File: src/rtl/ctrl_axil_to_shim_bridge.sv
// AXI4-Lite (host control) to single-beat AXI4 (F1Shim io_master) bridge with address window
// check, response timeout and late-response draining. One transaction outstanding at a time.
module ctrl_axil_to_shim_bridge #(
   parameter int unsigned ADDR_WIDTH     = 25,
   parameter int unsigned ID_WIDTH       = 12,
   parameter int unsigned TIMEOUT_CYCLES = 4096
) (
   input  logic                  clock,
   input  logic                  reset,
   input  logic                  s_axil_awvalid_i,
   output logic                  s_axil_awready_o,
   input  logic [31:0]           s_axil_awaddr_i,
   input  logic                  s_axil_wvalid_i,
   output logic                  s_axil_wready_o,
   input  logic [31:0]           s_axil_wdata_i,
   input  logic [3:0]            s_axil_wstrb_i,
   output logic                  s_axil_bvalid_o,
   input  logic                  s_axil_bready_i,
   output logic [1:0]            s_axil_bresp_o,
   input  logic                  s_axil_arvalid_i,
   output logic                  s_axil_arready_o,
   input  logic [31:0]           s_axil_araddr_i,
   output logic                  s_axil_rvalid_o,
   input  logic                  s_axil_rready_i,
   output logic [31:0]           s_axil_rdata_o,
   output logic [1:0]            s_axil_rresp_o,
   output logic                  m_axi_awvalid_o,
   input  logic                  m_axi_awready_i,
   output logic [ADDR_WIDTH-1:0] m_axi_awaddr_o,
   output logic [7:0]            m_axi_awlen_o,
   output logic [2:0]            m_axi_awsize_o,
   output logic [1:0]            m_axi_awburst_o,
   output logic [ID_WIDTH-1:0]   m_axi_awid_o,
   output logic                  m_axi_wvalid_o,
   input  logic                  m_axi_wready_i,
   output logic [31:0]           m_axi_wdata_o,
   output logic [3:0]            m_axi_wstrb_o,
   output logic                  m_axi_wlast_o,
   input  logic                  m_axi_bvalid_i,
   output logic                  m_axi_bready_o,
   input  logic [1:0]            m_axi_bresp_i,
   output logic                  m_axi_arvalid_o,
   input  logic                  m_axi_arready_i,
   output logic [ADDR_WIDTH-1:0] m_axi_araddr_o,
   output logic [7:0]            m_axi_arlen_o,
   output logic [2:0]            m_axi_arsize_o,
   output logic [1:0]            m_axi_arburst_o,
   output logic [ID_WIDTH-1:0]   m_axi_arid_o,
   input  logic                  m_axi_rvalid_i,
   output logic                  m_axi_rready_o,
   input  logic [31:0]           m_axi_rdata_i,
   input  logic [1:0]            m_axi_rresp_i,
   input  logic                  m_axi_rlast_i,
   output logic [15:0]           timeout_count_o
);

   localparam int unsigned TcntW  = $clog2(TIMEOUT_CYCLES + 1);
   localparam logic [1:0]  RespSlvErr = 2'b10;
   localparam logic [1:0]  RespDecErr = 2'b11;

   typedef enum logic [2:0] {StIdle, StWIssue, StWWait, StRIssue, StRWait, StBResp, StRResp} state_e;

   state_e                state_q, state_d;
   logic                  prio_rd_q;  // 1: read wins the next contested arbitration
   logic [ADDR_WIDTH-1:0] addr_q;
   logic [31:0]           wdata_q, rdata_q;
   logic [3:0]            wstrb_q;
   logic                  awvalid_q, wvalid_q, arvalid_q, bvalid_q, rvalid_q;
   logic [1:0]            bresp_q, rresp_q;
   logic [TcntW-1:0]      tcnt_q;
   logic [15:0]           tmo_count_q;
   logic                  drain_b_q, drain_r_q;

   logic w_elig, r_elig, grant_w, grant_r, win_w, win_r, tmo;
   logic unused_rlast;

   assign unused_rlast = m_axi_rlast_i;
   assign w_elig  = s_axil_awvalid_i && s_axil_wvalid_i && !drain_b_q;
   assign r_elig  = s_axil_arvalid_i && !drain_r_q;
   assign grant_w = w_elig && (!r_elig || !prio_rd_q);
   assign grant_r = r_elig && !grant_w;
   assign win_w   = (s_axil_awaddr_i[31:ADDR_WIDTH] == '0);
   assign win_r   = (s_axil_araddr_i[31:ADDR_WIDTH] == '0);
   assign tmo     = (tcnt_q == TcntW'(TIMEOUT_CYCLES));

   always_ff @(posedge clock or posedge reset) begin
      if (reset) state_q <= StIdle;
      else       state_q <= state_d;
   end

   always_comb begin
      state_d = state_q;
      case (state_q)
         StIdle: begin
            if (grant_w)      state_d = win_w ? StWIssue : StBResp;
            else if (grant_r) state_d = win_r ? StRIssue : StRResp;
         end
         StWIssue: begin
            if ((!awvalid_q || m_axi_awready_i) && (!wvalid_q || m_axi_wready_i)) state_d = StWWait;
         end
         StWWait:  if (m_axi_bvalid_i || tmo) state_d = StBResp;
         StRIssue: if (m_axi_arready_i) state_d = StRWait;
         StRWait:  if (m_axi_rvalid_i || tmo) state_d = StRResp;
         StBResp:  if (s_axil_bready_i) state_d = StIdle;
         StRResp:  if (s_axil_rready_i) state_d = StIdle;
         default:  state_d = StIdle;
      endcase
   end

   // Readies are gated by reset so they drop asynchronously along with the registered valids.
   always_comb begin
      s_axil_awready_o = !reset && (state_q == StIdle) && grant_w;
      s_axil_wready_o  = s_axil_awready_o;
      s_axil_arready_o = !reset && (state_q == StIdle) && grant_r;
      m_axi_bready_o   = !reset && ((state_q == StWWait) || drain_b_q);
      m_axi_rready_o   = !reset && ((state_q == StRWait) || drain_r_q);
   end

   always_ff @(posedge clock or posedge reset) begin
      if (reset) begin
         prio_rd_q <= 1'b0;  addr_q    <= '0;    wdata_q   <= '0;    wstrb_q  <= '0;
         rdata_q   <= '0;    awvalid_q <= 1'b0;  wvalid_q  <= 1'b0;  arvalid_q <= 1'b0;
         bvalid_q  <= 1'b0;  rvalid_q  <= 1'b0;  bresp_q   <= '0;    rresp_q  <= '0;
         tcnt_q    <= '0;    tmo_count_q <= '0;  drain_b_q <= 1'b0;  drain_r_q <= 1'b0;
      end else begin
         if (state_q == StWWait || state_q == StRWait) tcnt_q <= tcnt_q + TcntW'(1);
         else                                          tcnt_q <= '0;
         if (drain_b_q && m_axi_bvalid_i) drain_b_q <= 1'b0;
         if (drain_r_q && m_axi_rvalid_i) drain_r_q <= 1'b0;
         case (state_q)
            StIdle: begin
               if (w_elig && r_elig) prio_rd_q <= grant_w;
               if (grant_w) begin
                  addr_q  <= s_axil_awaddr_i[ADDR_WIDTH-1:0];
                  wdata_q <= s_axil_wdata_i;
                  wstrb_q <= s_axil_wstrb_i;
                  if (win_w) begin
                     awvalid_q <= 1'b1;
                     wvalid_q  <= 1'b1;
                  end else begin
                     bvalid_q <= 1'b1;
                     bresp_q  <= RespDecErr;
                  end
               end else if (grant_r) begin
                  addr_q <= s_axil_araddr_i[ADDR_WIDTH-1:0];
                  if (win_r) begin
                     arvalid_q <= 1'b1;
                  end else begin
                     rvalid_q <= 1'b1;
                     rresp_q  <= RespDecErr;
                     rdata_q  <= '0;
                  end
               end
            end
            StWIssue: begin
               if (m_axi_awready_i) awvalid_q <= 1'b0;
               if (m_axi_wready_i)  wvalid_q  <= 1'b0;
            end
            StWWait: begin
               if (m_axi_bvalid_i) begin
                  bvalid_q <= 1'b1;
                  bresp_q  <= m_axi_bresp_i;
               end else if (tmo) begin
                  bvalid_q  <= 1'b1;
                  bresp_q   <= RespSlvErr;
                  drain_b_q <= 1'b1;
                  if (tmo_count_q != 16'hffff) tmo_count_q <= tmo_count_q + 16'd1;
               end
            end
            StRIssue: if (m_axi_arready_i) arvalid_q <= 1'b0;
            StRWait: begin
               if (m_axi_rvalid_i) begin
                  rvalid_q <= 1'b1;
                  rresp_q  <= m_axi_rresp_i;
                  rdata_q  <= m_axi_rdata_i;
               end else if (tmo) begin
                  rvalid_q  <= 1'b1;
                  rresp_q   <= RespSlvErr;
                  rdata_q   <= '0;
                  drain_r_q <= 1'b1;
                  if (tmo_count_q != 16'hffff) tmo_count_q <= tmo_count_q + 16'd1;
               end
            end
            StBResp: if (s_axil_bready_i) bvalid_q <= 1'b0;
            StRResp: if (s_axil_rready_i) rvalid_q <= 1'b0;
            default: ;
         endcase
      end
   end

   assign s_axil_bvalid_o = bvalid_q;
   assign s_axil_bresp_o  = bresp_q;
   assign s_axil_rvalid_o = rvalid_q;
   assign s_axil_rdata_o  = rdata_q;
   assign s_axil_rresp_o  = rresp_q;
   assign m_axi_awvalid_o = awvalid_q;
   assign m_axi_awaddr_o  = addr_q;
   assign m_axi_awlen_o   = 8'd0;
   assign m_axi_awsize_o  = 3'h2;
   assign m_axi_awburst_o = 2'h1;
   assign m_axi_awid_o    = '0;
   assign m_axi_wvalid_o  = wvalid_q;
   assign m_axi_wdata_o   = wdata_q;
   assign m_axi_wstrb_o   = wstrb_q;
   assign m_axi_wlast_o   = 1'b1;
   assign m_axi_arvalid_o = arvalid_q;
   assign m_axi_araddr_o  = addr_q;
   assign m_axi_arlen_o   = 8'd0;
   assign m_axi_arsize_o  = 3'h2;
   assign m_axi_arburst_o = 2'h1;
   assign m_axi_arid_o    = '0;
   assign timeout_count_o = tmo_count_q;

endmodule

File: config.mk
export PLATFORM = sky130hd
export DESIGN_NAME = ctrl_axil_to_shim_bridge
export DESIGN_NICKNAME = d
export VERILOG_FILES = /design/src/rtl/ctrl_axil_to_shim_bridge.sv
export SDC_FILE = /design/constraint.sdc
export NUM_CORES = 1
export LEC_CHECK = 0
export ABC_AREA = 1
export BUFFER_PORTS_ARGS = -buffer_cell sky130_fd_sc_hd__buf_2
export CAP_MARGIN = 40
export CORE_AREA = 3 3 137 139
export CTS_BUF_LIST = sky130_fd_sc_hd__clkbuf_4 sky130_fd_sc_hd__clkbuf_8 sky130_fd_sc_hd__clkbuf_16
export DETAILED_ROUTE_END_ITERATION = 8
export DIE_AREA = 0 0 140 142
export PLACE_DENSITY = 0.7
export SYNTH_ARGS = -nofsm -noshare
export SYNTH_HDL_FRONTEND = slang
export SYNTH_SLANG_ARGS = --single-unit
export TNS_END_PERCENT = 1
File: constraint.sdc
create_clock -name clock -period 9.8 [get_ports clock]
set_input_delay 0.98 -clock clock [delete_from_list [all_inputs] [get_ports clock]]
set_output_delay 0.98 -clock clock [all_outputs]
set_load 0.005 [all_outputs]
==> impl_results.md <==
- Outcome: completed
- Core area: roughly 0.018 sq mm
- Critical Path End Type: output pin
- Final Setup Violations: 0
- Starting DRT DRC Count: 323
- Area added between synthesis and finish: 26.85%
- Vias: 6314
- Crit path DAT: 2290 ps
- Clock root cell: clkbuf_16
- Port buffer count: 295
- Postcts setup bufs: 0
- Crit-path max FO: 28
- TritonCTS clock tree: yes
- Gr usage total: 18.05%
- Worst-Margin Slew: 791.0 ps
- CTS buffer count: 17
- DR WL/cell: 13.40 um
- Register area share after synthesis: 48.88%
- Static Leak: 5.013 nW
- # resized after CTS: 0
- RSZ-0062 raised after global routing: false
- Initial antenna violation count: 1
- Drt first pass iters: 4
- Yosys warning total: 0
- Hold Slack: 464.5 ps
- Final TNS setup: 0 ps
- Row cnt: 49
- Vias in the first global route: 5806
- CTS max path bufs: 2
- Clock-pin slew on the worst setup and hold paths: 60 ps
- Initial cell density of the core: 39.45%
- Proportion of layout cells with a drive suffix above 1: a little under a third
- Hold Fails Final Rpt: 0
- Vias per std cell: 4.539
- Largest net degree at the start of global routing: 75
- Period Utilization, post-route: 33.41%
- Post-route DRC: 0
- P per Cell Area: about 260 mW/mm^2
- Global route overflow: 0
- First-pass GRT wire length: approximately 29000 um
- Final #Nets: ~1300
- Yosys cell types: 36
- Die width: 140 um
- Cts hold-fix bufs: 0
- Startpoint types: primary input
- Most used DFF post-synth: dfrtp_1
- Synthesized area per cell: between 7 and 8 sq um
- Number of synthesized flops with an enable pin: 0
- Fmax: 305.4 MHz
- Routability cong.: 0.8542
- Hold Crit Class: flip-flop to flip-flop
- Worst-skew pair later-pin latency: between 400 and 500 ps
- Worst Path Required: 8820 ps
- WL final: 18640 um
- Syn Std Cell Area: 0.007014 sq mm
- Detail Route Antenna Nets: 0
- Period minus WS final: approximately 3300 ps
- Final Skew: 8.944 ps
- IO Pins: ~350
- Peak supply drop: 0.1303 mV
- Rel. slew slack: 47.27%
- Fillers: 1729
- Slew Limit Fails: 0
- Reg area: about 0.0034 sq mm
- Mapped Cells: 886
- Max_cap viols: 0
- Multi-input logic area: a little under 0.003 sq mm
- Post-DP HPWL: 13910 um
- Die Y: ~140 um
- Die ar.: 0.01988 sq mm
- #FFs+latches synth: ~140
- Number of clock sinks: 137
- Setup Crit Path Kind: primary input to output pin
- H-tree levels: 4
- Async set or reset register ratio after synthesis: 100.0%
[metal layers]
| metal | vias to the layer above | wire [um] | GRT usage (%) | part of all wire [%] |
|---|---|---|---|---|
| met5 | - | 0 | 0 | 0 |
| met4 | 0 | 242 | 5.201 | 1.3 |
| met3 | 15 | 1463 | 5.847 | 7.8 |
| li1 | 3182 | - | - | - |
| met2 | 235 | 9157 | 30.46 | 49 |
| met1 | 2882 | 7776 | 22.39 | 42 |
[registers in the layout, indices dropped and copies added, names as in the netlist, 2 cells and up]
signal,count
m_axi_araddr_o,25
timeout_count_o,16
s_axil_rdata_o,32
m_axi_wstrb_o,4
s_axil_bresp_o,2
state_q,3
m_axi_wdata_o,32
s_axil_rresp_o,2
tcnt_q,13
[worst max-delay path: stages]
cell     delay [ps]
buf_2            70
nand2_1          90
nor2_1          180
nand2_1         240
inv_2           460
nor4_1           90
buf_2           160
[logic make-up after synthesis]
group           count (synthesis)  synth area share, %
flops                         137                48.88
buf+inv                       142                12.86
other cells                     2               0.1071
xor+xnor                       13                1.623
compound gates                 58                4.816
fa+ha+maj                       3               0.5352
simple gates                  531                31.18
[final cells by class]
type | instances | share of cell area (%)
inverters | 37 | 1.645
multi-input cells | 656 | 32.40
clock inverters | 12 | 1.828
flip-flops and latches | 137 | 38.53
well taps | 229 | 3.220
clock buffers | 18 | 4.936
repair buffers | 301 | 17.41
diodes | 1 | 0.02813
[layout by cell type, fill, tap and decap left out, types with 7 or more instances in the layout]
cell type / instances
a21oi_1: 13
a31oi_1: 25
buf_2: 295
clkbuf_16: 17
conb_1: 51
dfrtp_1: 137
inv_1: 30
inv_6: 7
nand2_1: 367
nand3_1: 43
nor2_1: 88
nor3_1: 9
o21ai_0: 15
xor2_1: 8
[path summary, 6_finish.rpt]
path | depth (start not counted) | slack [ps] | from | endpoint
setup / recovery | 7 | 6530 | s_axil_awvalid_i | s_axil_arready_o
hold / removal | 2 | 460 | s_axil_rdata_o[27]$_DFFE_PP0P_ | s_axil_rdata_o[27]$_DFFE_PP0P_
setup reg to reg | 9 | 7790 | drain_r_q$_DFF_PP0_ | state_q[0]$_DFFE_PP0P_
hold reg to reg | 2 | 460 | s_axil_rdata_o[27]$_DFFE_PP0P_ | s_axil_rdata_o[27]$_DFFE_PP0P_
max in group asynchronous | 3 | 7830 | reset | tcnt_q[2]$_DFF_PP0_
min in group asynchronous | 2 | 730 | reset | prio_rd_q$_DFFE_PP0P_
[power by group]
part / leakage [nW] / internal, mW / total (mW) / switching (mW)
Combinational: 2.98 / 0.333 / 0.791 / 0.458
Clock: 0.290 / 0.409 / 0.660 / 0.252
Sequential: 1.74 / 0.748 / 0.867 / 0.118
[synth_stat cells, types with 7 or more instances]
cell type,count,area (sq um)
buf_2,14,70.07
nand3_1,43,215.2
nor2_1,88,330.3
dfrtp_1,137,3428
nand2_1,367,1378
buf_4,79,593.1
nor3_1,9,45.04
a31oi_1,25,156.4
xor2_1,8,70.07
buf_6,7,78.83
inv_1,31,116.4
o21ai_0,15,75.07
a21oi_1,13,65.06
[stage by stage]
| stage | std cells | utilization, % | area, sq um | setup slack (ps) | power [mW] |
|---|---|---|---|---|---|
| 4_1_cts | 1390 | 50.03 | 8895 | 6504 | 2.356 |
| 6_report | 1391 | 50.04 | 8897 | 6526 | 2.318 |
| 2_1_floorplan | 935 | - | 7198 | 5152 | 1.412 |
| 3_3_place_gp | 1358 | 46.40 | 8250 | 5626 | 1.659 |
| 3_5_place_dp | 1360 | 46.64 | 8293 | 6505 | 1.683 |
| 5_1_grt | 1391 | 50.04 | 8897 | 6389 | 2.491 |
No activity file was read; power rests on OpenSTA's default activity.
